==> config.mk <==
export PLATFORM = sky130hd
export DESIGN_NAME = seq_div
export DESIGN_NICKNAME = d
export VERILOG_FILES = /design/src/rtl/seq_div.sv
export SDC_FILE = /design/constraint.sdc
export NUM_CORES = 1
export LEC_CHECK = 0
export BUFFER_PORTS_ARGS = -buffer_cell sky130_fd_sc_hd__buf_2
export CAP_MARGIN = 20
export CORE_MARGIN = 3
export CORE_UTILIZATION = 27
export DETAILED_ROUTE_END_ITERATION = 6
export PLACE_DENSITY = 0.57
export SLEW_MARGIN = 0
export SYNTH_ARGS = -nofsm -noshare
export SYNTH_HDL_FRONTEND = slang
export SYNTH_SLANG_ARGS = --single-unit
==> constraint.sdc <==
create_clock -name clk_i -period 3.1 [get_ports clk_i]
set_clock_uncertainty 0.1 [all_clocks]
set_input_delay 0.465 -clock clk_i [delete_from_list [all_inputs] [get_ports clk_i]]
set_output_delay 0.465 -clock clk_i [all_outputs]
set_load 0.03 [all_outputs]
==> src/rtl/seq_div.sv <==
// rtl/seq_div.sv - sequential unsigned restoring divider, one quotient bit per clock
//
// Purpose : divides a DW-bit dividend by a VW-bit divisor, returning a DW-bit
//           quotient and VW-bit remainder via a start/busy/done handshake.
// Config  : DIV_ZERO_CHECK_EN - when defined, a zero divisor bypasses the
//           iteration and finishes in one cycle with div_zero_o raised;
//           when undefined, div_zero_o is tied low.
// Ports   : clk_i        rising-edge clock
//           rst_i        synchronous active-high reset
//           start_i      request pulse, sampled only in IDLE
//           dividend_i   dividend, captured on the accepted start
//           divisor_i    divisor, captured on the accepted start
//           quotient_o   result, held until the next done
//           remainder_o  result, held until the next done
//           busy_o       high while iterating
//           done_o       one-cycle pulse when results update
//           div_zero_o   divide-by-zero flag, updated with done
module seq_div #(
  parameter int DW = 32,
  parameter int VW = 16
) (
  input  logic          clk_i,
  input  logic          rst_i,
  input  logic          start_i,
  input  logic [DW-1:0] dividend_i,
  input  logic [VW-1:0] divisor_i,
  output logic [DW-1:0] quotient_o,
  output logic [VW-1:0] remainder_o,
  output logic          busy_o,
  output logic          done_o,
  output logic          div_zero_o
);

  localparam int CW = $clog2(DW + 1);

  typedef enum logic [1:0] {
    S_IDLE = 2'd0,
    S_RUN  = 2'd1,
    S_DONE = 2'd2
  } state_e;

  state_e        state_q, state_d;
  // dvd_q shifts the dividend out of its MSB while quotient bits enter its
  // LSB, so after DW iterations it holds the quotient.
  logic [DW-1:0] dvd_q, dvd_d;
  logic [VW-1:0] dsr_q, dsr_d;
  logic [VW-1:0] rem_q, rem_d;
  logic [CW-1:0] cnt_q, cnt_d;
  logic [DW-1:0] quot_q, quot_d;
  logic [VW-1:0] remo_q, remo_d;
  logic          done_q, done_d;

  logic [VW:0]   trial;
  logic [VW:0]   diff;
  logic          borrow;
  logic          unused_diff_msb;

`ifdef DIV_ZERO_CHECK_EN
  logic          dz_q, dz_d;
  logic          dzo_q, dzo_d;
`endif

  // Only a zero divisor can make the non-negative difference exceed VW bits;
  // in that case the low VW bits are exactly the shifted trial value.
  assign unused_diff_msb = diff[VW];

  always_comb begin
    trial   = {rem_q, dvd_q[DW-1]};
    {borrow, diff} = {1'b0, trial} - {2'b00, dsr_q};

    state_d = state_q;
    dvd_d   = dvd_q;
    dsr_d   = dsr_q;
    rem_d   = rem_q;
    cnt_d   = cnt_q;
    quot_d  = quot_q;
    remo_d  = remo_q;
    done_d  = 1'b0;
`ifdef DIV_ZERO_CHECK_EN
    dz_d    = dz_q;
    dzo_d   = dzo_q;
`endif

    case (state_q)
      S_IDLE: begin
        if (start_i) begin
          dvd_d   = dividend_i;
          dsr_d   = divisor_i;
          rem_d   = '0;
          cnt_d   = CW'(DW);
          state_d = S_RUN;
`ifdef DIV_ZERO_CHECK_EN
          dz_d    = 1'b0;
          if (divisor_i == '0) begin
            dvd_d   = '1;
            rem_d   = dividend_i[VW-1:0];
            dz_d    = 1'b1;
            state_d = S_DONE;
          end
`endif
        end
      end
      S_RUN: begin
        cnt_d = cnt_q - 1'b1;
        if (!borrow) begin
          rem_d = diff[VW-1:0];
          dvd_d = {dvd_q[DW-2:0], 1'b1};
        end else begin
          rem_d = trial[VW-1:0];
          dvd_d = {dvd_q[DW-2:0], 1'b0};
        end
        if (cnt_d == '0) begin
          state_d = S_DONE;
        end
      end
      S_DONE: begin
        quot_d  = dvd_q;
        remo_d  = rem_q;
        done_d  = 1'b1;
`ifdef DIV_ZERO_CHECK_EN
        dzo_d   = dz_q;
`endif
        state_d = S_IDLE;
      end
      default: begin
        state_d = S_IDLE;
      end
    endcase
  end

  always_ff @(posedge clk_i) begin
    if (rst_i) begin
      state_q <= S_IDLE;
      dvd_q   <= '0;
      dsr_q   <= '0;
      rem_q   <= '0;
      cnt_q   <= '0;
      quot_q  <= '0;
      remo_q  <= '0;
      done_q  <= 1'b0;
`ifdef DIV_ZERO_CHECK_EN
      dz_q    <= 1'b0;
      dzo_q   <= 1'b0;
`endif
    end else begin
      state_q <= state_d;
      dvd_q   <= dvd_d;
      dsr_q   <= dsr_d;
      rem_q   <= rem_d;
      cnt_q   <= cnt_d;
      quot_q  <= quot_d;
      remo_q  <= remo_d;
      done_q  <= done_d;
`ifdef DIV_ZERO_CHECK_EN
      dz_q    <= dz_d;
      dzo_q   <= dzo_d;
`endif
    end
  end

  assign quotient_o  = quot_q;
  assign remainder_o = remo_q;
  assign busy_o      = (state_q == S_RUN);
  assign done_o      = done_q;
`ifdef DIV_ZERO_CHECK_EN
  assign div_zero_o  = dzo_q;
`else
  assign div_zero_o  = 1'b0;
`endif

endmodule
== Yosys cells after proc, flatten, opt, wreduce, memory -nomap -nowiden ==
Index checks and enable logic that the tools add are counted.
Storage, ports and cells
  bits in registers: 121
  bits in latches: 0
  RAM bits: 0
  ROM bits: 0
  bits of input ports: 51
  output and inout bits: 51
  word-level logic and storage cells: 32
  memories kept: 0
Operators by class
  add/subtract/negate cells: 2
  $mul: 0
  divide/modulo/power cells: 0
  $lt $le $gt $ge: 0
  equal/unequal tests: 4
  shifts and indexed selects: 0
  muxes and demuxes: 12
  bitwise gates (word level): 0
  reductions and logical operators: 6
Operator list (count)
  case mux 32 bit (2 select lines): 1
  two-way mux 16 bit: 2
  two-way mux 32 bit: 1
  case mux 16 bit (2 select lines): 1
  subtractor 17 x 16 -> 18 bit: 1
  case mux 6 bit (2 select lines): 1
  logical NOT 6 bit: 1
  two-way mux 6 bit: 1
  AND reduction 2 bit: 3
  subtractor 6 x 1 -> 6 bit, second input constant: 1
  two-way mux 2 bit: 2
  case mux 2 bit (2 select lines): 1
  equality test 2 x 1 -> 1 bit, second input constant: 1
  equality test 2 bit, second input constant: 1
  logical NOT 2 bit: 1
  two-way mux 1 bit: 2
  != test 2 x 1 -> 1 bit, second input constant: 1
  != test 2 bit, second input constant: 1
  nonzero test 2 bit: 1

== Depth between registers and ports, before layout ==
  depth after elaboration: 4
  depth in mapped cells: 10
  depth with buffers taken out: 10

== Least setup slack after synthesis ==
No wires, ideal clock.
  kind: flip-flop to flip-flop
  from: reg dsr_q[4]
  to: reg rem_q[2]
  setup time: 117 ps
  arrival time: 1933 ps
  data required time: 2883 ps
  path slack: 949 ps
  stages on the path, launching flop included: 9
  buffers on the path: 0
  clock period less this slack: 2151 ps
  cells stage by stage: dfxtp_1 > inv_1 > ha_1 > a21o_1 > a31oi_1 > a21o_2 > a21oi_2 > or3_1 > a32o_1
On the way
  word-level cells in the longest chain between the ends: 3
Ends and longest elaborated chain
  from (decl): line 46  | logic [VW-1:0] dsr_q, dsr_d;
  from (signal assigned): line 148  | dsr_q <= dsr_d;
  subtractor 17 x 16 -> 18 bit: line 69  | {borrow, diff} = {1'b0, trial} - {2'b00, dsr_q};
  two-way mux 16 bit: line 105  | if (!borrow) begin
  case mux 16 bit (2 select lines): line 84  | case (state_q)
  to (signal assigned): line 149  | rem_q <= rem_d;
  to (decl): line 47  | logic [VW-1:0] rem_q, rem_d;
Every way passes these cells.
A chain may end at the register's enable or synchronous reset.

== Worst setup path in the final report ==
  from: reg dsr_q[1]
  to: reg rem_q[15]
Same word-level chain as after synthesis.

==> impl_metrics.json <==
{
  "hold_end": "dsr_q[8]$_SDFFE_PP0P_",
  "via_per_inst": 4.79,
  "globalRouteOverflowTotal": 0,
  "gr-usage-all-layers_pct": 14.1,
  "routedWlPerCell_um": 14.2,
  "die_h_um": 151,
  "hp-start": "divisor_i[8]",
  "grt_busiest_layer": "met2",
  "diodes": 0,
  "required_ns": 3.33,
  "ys_ff_latch": 121,
  "max-slew-margin-rel_pct": 34.9,
  "route.vias.total": 5219,
  "met3_usage_pct": 3.46,
  "finalSetupViolCount": 0,
  "syn_nets": 798,
  "use_met1_pct": 19.5,
  "endpoint_kind": "register",
  "routabilityCongestion": 0.853,
  "synth-main-ff-cell": "dfxtp_1",
  "async_reset_ff_share_pct": 0,
  "synth_area_per_cell_um2": 7.76,
  "num_rows": 52,
  "grt_util_met2_pct": 20.7,
  "rsz0062_at_grt": "no",
  "port_buffers": 100,
  "cts.root.buffer_cell": "clkbuf_16",
  "post-cts-setup-buffer-count": 0,
  "cp_max_fo": 14,
  "synth.top_cell.area_share_pct": 42.9,
  "htree_num_levels": 4,
  "drcViolationCount": 0,
  "rr_endpoint": "rem_q[15]$_SDFFE_PP0P_",
  "clkLatencyLatePin_ns": 0.42,
  "slew_violations": 0,
  "final_cell_mix": "nand2_1 (219), dfxtp_1 (121), buf_2 (99)",
  "cts.repair.resized": 0,
  "cts_tree": "built",
  "dr.pass1.iters": 5,
  "status": "finished, final reports clean",
  "p_leak_nw": 2.87,
  "place_area_mm2": 0.00638,
  "cts_inserted_buffers": 17,
  "die_w_um": 151,
  "max_cap_viol_count": 0,
  "grt_pass1_vias": 5057,
  "finalHoldViolations": 0,
  "synth.area.top_cells": "dfxtp_1 (43%), nand2_1 (15%), a21oi_1 (7.3%)",
  "layout.nets": 878,
  "yosysWarnings": 0,
  "vdd_drop_max_mv": 0.563,
  "grt_max_degree": 92,
  "antenna_found_initial": 0,
  "clkSinkCount": 121,
  "drive_gt1_share_pct": 19.8,
  "holdPathStages": 3,
  "reg2reg_depth": 8,
  "grt_first_pass_wirelength_um": 25700,
  "wl_um": 15500,
  "hpwlAfterDp_um": 10500,
  "reg2reg_from": "dsr_q[1]$_SDFFE_PP0P_",
  "post-route-period-util_pct": 83.7,
  "cts_hold_buffers": 0,
  "die_area_mm2": 0.0227,
  "synthCells": 728,
  "coreArea_mm2": 0.0204,
  "stdcell_area_mm2": 0.00704,
  "hold_slack_ns": 0.191,
  "worstHoldPathType": "in -> reg",
  "cts_buffer_depth": 2,
  "ios": 102,
  "cp-startpoint": "dsr_q[1]$_SDFFE_PP0P_",
  "worstMarginPinSlew_ns": 0.977,
  "crit_arrival_ns": 2.82,
  "ys_types": 59,
  "synth_area_mm2": 0.00565,
  "ys_seq_area_share_pct": 42.9,
  "clk_pin_slew_worst_paths_ns": 0.06,
  "drt_iter0_markers": 319,
  "r2r_setup_slack_ns": 0.51,
  "synth_top_area_cell": "dfxtp_1",
  "power_density_mw_per_mm2": 961,
  "finalCriticalPeriod_ns": 2.59,
  "final_common_cell": "nand2_1",
  "timing.fmax_mhz": 386,
  "tns_ns": 0,
  "crit_type": "reg -> reg",
  "syn_to_final_growth_pct": 24.6,
  "antenna_left": 0,
  "synth_edf_count": 0,
  "start_kind": "register",
  "start_util_pct": 27.7
}
==> cells in the mapped netlist, drive strengths merged (6+ instances only) <==
master,count
nand2,219
dfxtp,121
a21oi,83
nor2,51
a311oi,31
clkbuf,28
inv,24
buf,23
ha,18
o211ai,15
o21ai,14
a21o,11
nand3,8
nand4,6
nor3,6
xnor2,6
==> per-layer routing <==
layer	share of wire, %	up-vias
li1	-	2662
met1	48	2420
met2	44	117
met3	4.8	20
met4	2.5	0
met5	0	-
==> area by class of cell <==
| cell class | instances | area [µm²] |
|---|---|---|
| timing repair buffer | 113 | 613 |
| inverter | 24 | 90.1 |
| clock buffer | 21 | 470 |
| fill | 2163 | 13300 |
| multi-input combinational | 531 | 2910 |
| clock inverter | 10 | 190 |
| tap | 270 | 338 |
| sequential | 121 | 2420 |
==> critical path: stages, from the launching register on <==
cell and delay (ns):
dfxtp_1 0.32, inv_1 0.07, ha_1 0.27, nor2b_1 0.17, o2111ai_1 0.21, a21o_2 0.31, a21oi_2 0.57, o21ai_0 0.26
o211ai_1 0.23
==> power by group <==
group / internal, W / leakage [nW] / switching [W] / total, W
clock: 0.00149 / 0.324 / 0.000734 / 0.00223
sequential: 0.00171 / 0.986 / 0.000155 / 0.00187
combinational: 0.00107 / 1.56 / 0.00159 / 0.00267
total: 0.00428 / 2.87 / 0.00248 / 0.00676
==> logic make-up after synthesis <==
| kind of cell | share of synthesized area, % |
|---|---|
| AND/OR/NAND/NOR | 23.4 |
| other | 0.0664 |
| AO/OA/AOI/OAI | 21.7 |
| flip-flops | 42.9 |
| buffers and inverters | 5.89 |
| XOR/XNOR | 1.71 |
| adder cells (fa/ha/maj) | 4.34 |
==> state kept, by name, summed over array words and instances (netlist names) <==
register	cells
dvd_q	32
quotient_o	32
dsr_q	16
rem_q	16
remainder_o	16
cnt_q	6
state_q	2
done_o	1
==> per-stage QoR <==
step	setup slack [ns]	utilization (%)	power [W]	instances
6_report	0.506	34.6	0.00676	1090
4_1_cts	0.481	34.6	0.00681	1090
3_5_place_dp	0.520	31.3	0.00455	1059
2_1_floorplan	0.949	-	0.00395	728
3_3_place_gp	0.587	31.3	0.00455	1059
5_1_grt	0.239	34.6	0.00725	1090
==> how the worst max path moves through the flow <==
stage	cells past startpoint	to	slack, ns
after floorplan	8	rem_q[2]$_SDFFE_PP0P_	0.95
after global placement	8	rem_q[7]$_SDFFE_PP0P_	0.59
after detailed placement	7	rem_q[2]$_SDFFE_PP0P_	0.52
after CTS	8	rem_q[15]$_SDFFE_PP0P_	0.48
after global routing	8	rem_q[0]$_SDFFE_PP0P_	0.24
final	8	rem_q[15]$_SDFFE_PP0P_	0.51
No activity file was read; power rests on OpenSTA's default activity.
